==> src/rtl/mem_port_arbiter.sv <==
// Shares one external memory port between instruction fetch and the data path.
// Data is favoured; a starvation counter forces a fetch grant after STARVE_LIMIT data grants.
module mem_port_arbiter #(
   parameter int XLEN         = 32,
   parameter int STARVE_LIMIT = 4
) (
   input  logic              clk,
   input  logic              rst,
   input  logic              flush,
   input  logic              imem_valid,
   input  logic [XLEN-1:0]   imem_addr,
   output logic              imem_ready,
   output logic [XLEN-1:0]   imem_rdata,
   input  logic              dmem_valid,
   input  logic [XLEN-1:0]   dmem_addr,
   input  logic [XLEN-1:0]   dmem_wdata,
   input  logic [XLEN/8-1:0] dmem_wstrb,
   output logic              dmem_ready,
   output logic [XLEN-1:0]   dmem_rdata,
   output logic              mem_valid,
   output logic              mem_instr,
   output logic [XLEN-1:0]   mem_addr,
   output logic [XLEN-1:0]   mem_wdata,
   output logic [XLEN/8-1:0] mem_wstrb,
   input  logic              mem_ready,
   input  logic [XLEN-1:0]   mem_rdata
);
   localparam int SW = XLEN / 8;
   localparam int CW = $clog2(STARVE_LIMIT + 1);

   typedef enum logic [1:0] {IDLE = 2'd0, BUSY_I = 2'd1, BUSY_D = 2'd2} state_t;

   state_t          state_reg;
   logic            i_pend_reg, d_pend_reg, discard_reg, req_instr_reg;
   logic [XLEN-1:0] i_addr_reg, d_addr_reg, d_wdata_reg, req_addr_reg, req_wdata_reg;
   logic [SW-1:0]   d_wstrb_reg, req_wstrb_reg;
   logic [CW-1:0]   starve_reg, starve_next;

   logic            idle, i_done, d_done, i_acc, d_acc, i_cand, d_cand, starved;
   logic            grant_i, grant_d;
   logic [XLEN-1:0] i_cur_addr, d_cur_addr, d_cur_wdata;
   logic [SW-1:0]   d_cur_wstrb;

   // Pending flags stay set until the request completes, so they also mark "outstanding".
   assign idle    = rst && (state_reg == IDLE);
   assign i_done  = rst && (state_reg == BUSY_I) && mem_ready && !discard_reg && !flush;
   assign d_done  = rst && (state_reg == BUSY_D) && mem_ready;
   assign i_acc   = imem_valid && !flush && (!i_pend_reg || i_done);
   assign d_acc   = dmem_valid && (!d_pend_reg || d_done);
   assign i_cand  = idle && !flush && (i_pend_reg || i_acc);
   assign d_cand  = idle && (d_pend_reg || d_acc);
   assign starved = (starve_reg == CW'(STARVE_LIMIT));
   assign grant_i = i_cand && (!d_cand || starved);
   assign grant_d = d_cand && !grant_i;

   assign i_cur_addr  = i_pend_reg ? i_addr_reg  : imem_addr;
   assign d_cur_addr  = d_pend_reg ? d_addr_reg  : dmem_addr;
   assign d_cur_wdata = d_pend_reg ? d_wdata_reg : dmem_wdata;
   assign d_cur_wstrb = d_pend_reg ? d_wstrb_reg : dmem_wstrb;

   assign imem_ready = i_done;
   assign dmem_ready = d_done;
   assign mem_valid  = grant_i || grant_d;
   assign mem_instr  = grant_i || (!grant_d && req_instr_reg);

   for (genvar gi = 0; gi < XLEN; gi++) begin : g_rdata
      assign imem_rdata[gi] = mem_rdata[gi] & imem_ready;
      assign dmem_rdata[gi] = mem_rdata[gi] & dmem_ready;
   end

   always_comb begin
      mem_addr    = req_addr_reg;
      mem_wdata   = req_wdata_reg;
      mem_wstrb   = req_wstrb_reg;
      starve_next = starve_reg;
      if (grant_i) begin
         mem_addr    = i_cur_addr;
         mem_wdata   = '0;
         mem_wstrb   = '0;
         starve_next = '0;
      end else if (grant_d) begin
         mem_addr  = d_cur_addr;
         mem_wdata = d_cur_wdata;
         mem_wstrb = d_cur_wstrb;
         if (!i_cand)
            starve_next = '0;
         else if (!starved)
            starve_next = starve_reg + 1'b1;
      end
   end

   always_ff @(posedge clk) begin
      if (!rst) begin
         state_reg     <= IDLE;
         i_pend_reg    <= 1'b0;
         d_pend_reg    <= 1'b0;
         discard_reg   <= 1'b0;
         req_instr_reg <= 1'b0;
         i_addr_reg    <= '0;
         d_addr_reg    <= '0;
         d_wdata_reg   <= '0;
         d_wstrb_reg   <= '0;
         req_addr_reg  <= '0;
         req_wdata_reg <= '0;
         req_wstrb_reg <= '0;
         starve_reg    <= '0;
      end else begin
         if (flush)
            i_pend_reg <= 1'b0;
         else if (i_acc)
            i_pend_reg <= 1'b1;
         else if (i_done)
            i_pend_reg <= 1'b0;
         if (i_acc)
            i_addr_reg <= imem_addr;

         if (d_acc) begin
            d_pend_reg  <= 1'b1;
            d_addr_reg  <= dmem_addr;
            d_wdata_reg <= dmem_wdata;
            d_wstrb_reg <= dmem_wstrb;
         end else if (d_done) begin
            d_pend_reg <= 1'b0;
         end

         starve_reg <= starve_next;

         case (state_reg)
            IDLE: begin
               if (grant_i || grant_d) begin
                  state_reg     <= grant_i ? BUSY_I : BUSY_D;
                  req_instr_reg <= grant_i;
                  req_addr_reg  <= mem_addr;
                  req_wdata_reg <= mem_wdata;
                  req_wstrb_reg <= mem_wstrb;
               end
            end
            BUSY_I: begin
               // A flushed fetch still owns the port; its response is swallowed on arrival.
               if (mem_ready) begin
                  state_reg   <= IDLE;
                  discard_reg <= 1'b0;
               end else if (flush) begin
                  discard_reg <= 1'b1;
               end
            end
            BUSY_D: begin
               if (mem_ready)
                  state_reg <= IDLE;
            end
            default: state_reg <= IDLE;
         endcase
      end
   end
endmodule

==> config.mk <==
export PLATFORM = sky130hd
export DESIGN_NAME = mem_port_arbiter
export DESIGN_NICKNAME = d
export VERILOG_FILES = /design/src/rtl/mem_port_arbiter.sv
export SDC_FILE = /design/constraint.sdc
export NUM_CORES = 1
export LEC_CHECK = 0
export ABC_AREA = 1
export CAP_MARGIN = 10
export CORE_MARGIN = 2
export CORE_UTILIZATION = 60
export DETAILED_ROUTE_END_ITERATION = 16
export DONT_BUFFER_PORTS = 1
export PLACE_DENSITY = 0.75
export SKIP_CTS_REPAIR_TIMING = 1
export SLEW_MARGIN = 20
export SYNTH_ARGS = -nofsm -noshare
export SYNTH_HDL_FRONTEND = slang
export SYNTH_SLANG_ARGS = --single-unit
export TNS_END_PERCENT = 5
==> constraint.sdc <==
create_clock -name clk -period 2.1 [get_ports clk]
set_input_delay 0.21 -clock clk [delete_from_list [all_inputs] [get_ports clk]]
set_output_delay 0.21 -clock clk [all_outputs]
set_load 0.1 [all_outputs]
==> results of run 1 <==
synth_stat cells:
| cell | count |
|---|---|
| inv_2 | 6 |
| nand3_2 | 1 |
| o211ai_1 | 13 |
| nor2_1 | 322 |
| inv_1 | 77 |
| ha_1 | 5 |
| dfxtp_1 | 177 |
| nand3_1 | 88 |
| xor2_1 | 1 |
| o21ai_1 | 17 |
| nand2_2 | 5 |
| buf_1 | 3 |
| a21boi_0 | 1 |
| buf_2 | 40 |
| clkbuf_1 | 50 |
| clkinv_1 | 1 |
| clkbuf_2 | 1 |
| nor2_2 | 1 |
| nand2_1 | 263 |
| nand4_1 | 2 |
| a21oi_1 | 87 |
| nor3_1 | 38 |
| a21oi_2 | 1 |
| buf_4 | 6 |
| o21ai_0 | 139 |
routing by layer:
metal	global-route usage (%)	GRT overflow
met1	85.3	7
met4	106	165
met5	30.9	2
met2	108	279
met3	73.4	4
per-stage QoR:
stage,util [%],cell area (um^2),cells,hold WS (ns),worst slack (ns)
after global placement,84.1,11700,1592,0.359,0.0130
after CTS,88.5,12300,1624,-0.0917,-0.630
after floorplan,-,8710,1345,0.359,-0.392
after detailed placement,84.1,11700,1592,0.365,-0.117
kinds of logic after synthesis:
| logic type | count (synthesis) |
|---|---|
| compound gates | 258 |
| simple gates | 720 |
| fa+ha+maj | 5 |
| buf+inv | 184 |
| xor+xnor | 1 |
| flops | 177 |
==> impl_metrics.toml, run 1 <==
[outcome]
status = "stopped before the end"
haltStage = "5_1_grt"
error = "[ERROR GRT-0232] Routing congestion too high. Check the congestion heatmap in the GUI."

[synthesis]
synth_largest_area_cell = "dfxtp_1"
avgSynthCellArea_um2 = 6.39
synth_seq_cells = 177
synthSimpleGateAreaFrac_pct = 33.6
synth_area_um2 = 8600
synth_cell_types = 25
synthAdderAreaFrac_pct = 0.728
synth_top_family_by_area = "simple AND/OR/NAND/NOR gates"
synth_seq_area_share_pct = 41.2
synth_area_leaders = "dfxtp_1 (41%), nor2_1 (14%), nand2_1 (11%)"
synth-compound-area-share_pct = 15.5
postSynthNetCount = 1488
synth-xor-area-share_pct = 0.102
synth_cells = 1345
ys_warn_count = 0
synthMuxAreaShare_pct = 0
synth_top_area_share_pct = 41.2

[floorplanning]
io_pins = 274
fp-row-count = 43
die_y_um = 124
initial_core_util_pct = 61.7
dieWidth_um = 124

[placement]
dp_hpwl_um = 21200
gp_congestion = 0.913
numPortBuffers = 0

[grt]
track_usage_pct = 90.5
grt_start_max_net_pins = 92
grt_overflow = 457

[clock_network]
clkSinkCount = 177
cts_root_buffer = "clkbuf_16"
cts_buffers = 17
htree_levels = 4
clockBufferDepth = 2

[sta]
worst_endpoint = "mem_addr[10]"
endpoint_type = "primary output"
==> run 2: changes to the inputs <==
--- a/config.mk
+++ b/config.mk
@@ -8,10 +8,10 @@
 export ABC_AREA = 1
 export CAP_MARGIN = 10
 export CORE_MARGIN = 2
-export CORE_UTILIZATION = 60
+export CORE_UTILIZATION = 40
 export DETAILED_ROUTE_END_ITERATION = 16
 export DONT_BUFFER_PORTS = 1
-export PLACE_DENSITY = 0.75
+export PLACE_DENSITY_LB_ADDON = 0.15
 export SKIP_CTS_REPAIR_TIMING = 1
 export SLEW_MARGIN = 20
 export SYNTH_ARGS = -nofsm -noshare
==> run 2 against run 1 <==
  * The flow now finishes, with violations (negative hold slack, negative setup slack)
  * Synthesized area did not move
  * Synthesized cell count did not move
==> impl_metrics.toml, run 2 <==
[grt]
track_usage_pct = 25.0
antenna_found_initial = 1
grt_start_max_net_pins = 92
grt_pass1_vias = 8321
grt_pass1_wl_um = 44100
grt_overflow = 0

[clock_network]
htree_levels = 4
clk_latency_ns = 0.44
cts_buffers = 17
clockBufferDepth = 2
cts_tree = "built"
cts_root_buffer = "clkbuf_16"
clkSinkCount = 177
path_clk_slew_ns = 0.07

[detailed_routing]
postRouteAntennaNets = 0
drc_errors = 0
dr.pass1.iters = 6
drt-initial-drc-count = 711
vias_per_cell = 5.42
wl_um = 34800
vias = 10100
wl_per_cell_um = 18.7

[synthesis]
synth_seq_cells = 177
synth_area_leaders = "dfxtp_1 (41%), nor2_1 (14%), nand2_1 (11%)"
synth_edf_count = 0
synth.most_common_cell = "nor2_1"
ys.flop_type = "dfxtp_1"
synth_cell_types = 25
async_flop_share_pct = 0
synth_cells = 1345
synth_seq_area_share_pct = 41.2
avgSynthCellArea_um2 = 6.39
yosys-top-cells-count = "nor2_1 (322), nand2_1 (263), dfxtp_1 (177), o21ai_0 (139), nand3_1 (88)"
postSynthNetCount = 1488
ys_warn_count = 0
synth_largest_area_cell = "dfxtp_1"
synth_area_um2 = 8600
synth_top_area_share_pct = 41.2

[worst_setup_path]
regToRegEndpoint = "req_wdata_reg[5]"
critPathLaunchType = "register"
r2r_cells = 10
regToRegStartpoint = "state_reg[1]"
cp.arrival_ns = 2.24
crit_required_ns = 1.89
max_stage_delay_ns = 0.32
critPathMaxFanout = 7
worstSetupEndpointType = "output port"
cp_slowest_cell = "dfxtp_2"
worstSetupPathType = "reg -> out"
r2r_slack_ns = 0.24
crit_chain = "inv_2 -> ha_4 -> nand2_4 -> nor2_4 -> nand3_4 -> buf_4 -> clkbuf_16 -> a21oi_1 -> nor2_2 -> buf_12"

[sta]
post-route-period-util_pct = 117
maxSlewViolCount = 0
worst_slew_pin_slew_ns = 1.17
finalSetupViolCount = 69
rsz0062_at_grt = "yes"
final-hold-violation-count = 5
clock.fmax_ghz = 0.408
tns_ns = -18.74
skew_ns = 0.00907
holdWs_ns = -0.0559
period_needed_ns = 2.45
setup_ws_ns = -0.349
max_slew_margin_pct = 21.7

[min_path]
hp-start = "dmem_addr[6]"
worst_hold_path.endpoint = "d_addr_reg[6]"
min_path_cells = 2
hold_class = "in -> reg"

[layout]
mostFrequentLayoutCells = "nand2_1 (224), nor2_1 (222), dfxtp_1 (172), buf_12 (147), o21ai_0 (118)"
design_area_um2 = 14500
area_growth_pct = 69.3
final_nets = 1717
fillers = 1672
layout_commonest_cell = "nand2_1"
drive_gt1_share_pct = 30.7

[outcome]
violations = "negative hold slack, negative setup slack"
status = "complete, but fails checks"

[floorplanning]
io_pins = 274
fp-row-count = 53
coreArea_um2 = 21100
die_area_um2 = 22700
dieWidth_um = 151
die_y_um = 151
initial_core_util_pct = 40.8

[power_and_ir_drop]
power.leakage_nw = 6.36
power_mw = 15.7
irDropWorstVdd_mv = 1.07
p_per_area_nw_per_um2 = 1080

[placement]
numPortBuffers = 0
gp_congestion = 0.792
dp_hpwl_um = 19800
postPlaceCellArea_um2 = 12000

[flow_run]
cap_violations = 0
## run 2: cell counts after synthesis
Identical to the previous run, type by type.
## run 2: area by class of cell
cell class | instances | area [um^2] | share of cell area (%)
Antenna cell | 1 | 2.50 | 0.0172
Sequential cell | 177 | 3550 | 24.4
Inverter | 84 | 335 | 2.30
Timing Repair Buffer | 310 | 4700 | 32.3
Clock inverter | 10 | 73.8 | 0.507
Tap cell | 275 | 344 | 2.36
Multi-Input combinational cell | 984 | 5050 | 34.7
Clock buffer | 22 | 494 | 3.40
## run 2: worst max-delay path, delay by kind of cell, from the launching register on
kind                       cells  cell delay (ns)
and+or+nand+nor                4             0.47
adders and majority gates      1             0.16
buffers and inverters          4             0.60
AOI/OAI and AO/OA              1             0.23
DFF                            1             0.32
## run 2: cells by family (layout without fill, tap and decap cells)
family	Yosys count	count (layout)	synth area share (%)
DFF	177	177	41.2
and+or+nand+nor	720	720	33.6
buffers and inverters	184	426	8.89
xor gates and xnor gates	1	1	0.102
other	0	1	0
AOI/OAI and AO/OA	258	258	15.5
adders and majority gates	5	5	0.728
## run 2: worst max-delay path by stage
stage,cells after the start,slack (ns),startpoint,to
after floorplan,7,-0.39,state_reg[1],imem_rdata[0]
after global placement,11,-0.0001,state_reg[0],mem_wdata[23]
after detailed placement,11,-0.01,state_reg[0],mem_wdata[15]
after CTS,11,-0.49,state_reg[0],mem_wdata[15]
after global routing,10,-0.46,state_reg[1],mem_wdata[31]
final,10,-0.35,state_reg[1],mem_wdata[31]
## run 2: power by group
group / total (mW) / internal [mW] / switching, mW
clock network: 3.09 / 1.68 / 1.40
registers: 3.93 / 3.76 / 0.171
logic: 8.72 / 3.05 / 5.66
total: 15.7 / 8.49 / 7.24
## run 2: metal layers
layer	share of wire (%)	vias up	routed length (um)	track usage (%)
met5	0	-	0	0
met3	9.7	115	3380	8.18
met4	3.8	0	1310	10.4
li1	-	4768	-	-
met1	37	4674	12700	27.7
met2	50	545	17400	43.8
## run 2: through the flow
stage / setup slack, ns / hold WS [ns] / util [%] / instances
after floorplan: -0.392 / 0.359 / - / 1345
after global placement: -0.000120 / 0.358 / 56.9 / 1705
after detailed placement: -0.0119 / 0.360 / 56.9 / 1705
after CTS: -0.487 / -0.101 / 59.6 / 1737
after global routing: -0.465 / 0.00490 / 69.0 / 1863
final: -0.349 / -0.0559 / 69.0 / 1863
(Power assumes the default switching activity.)
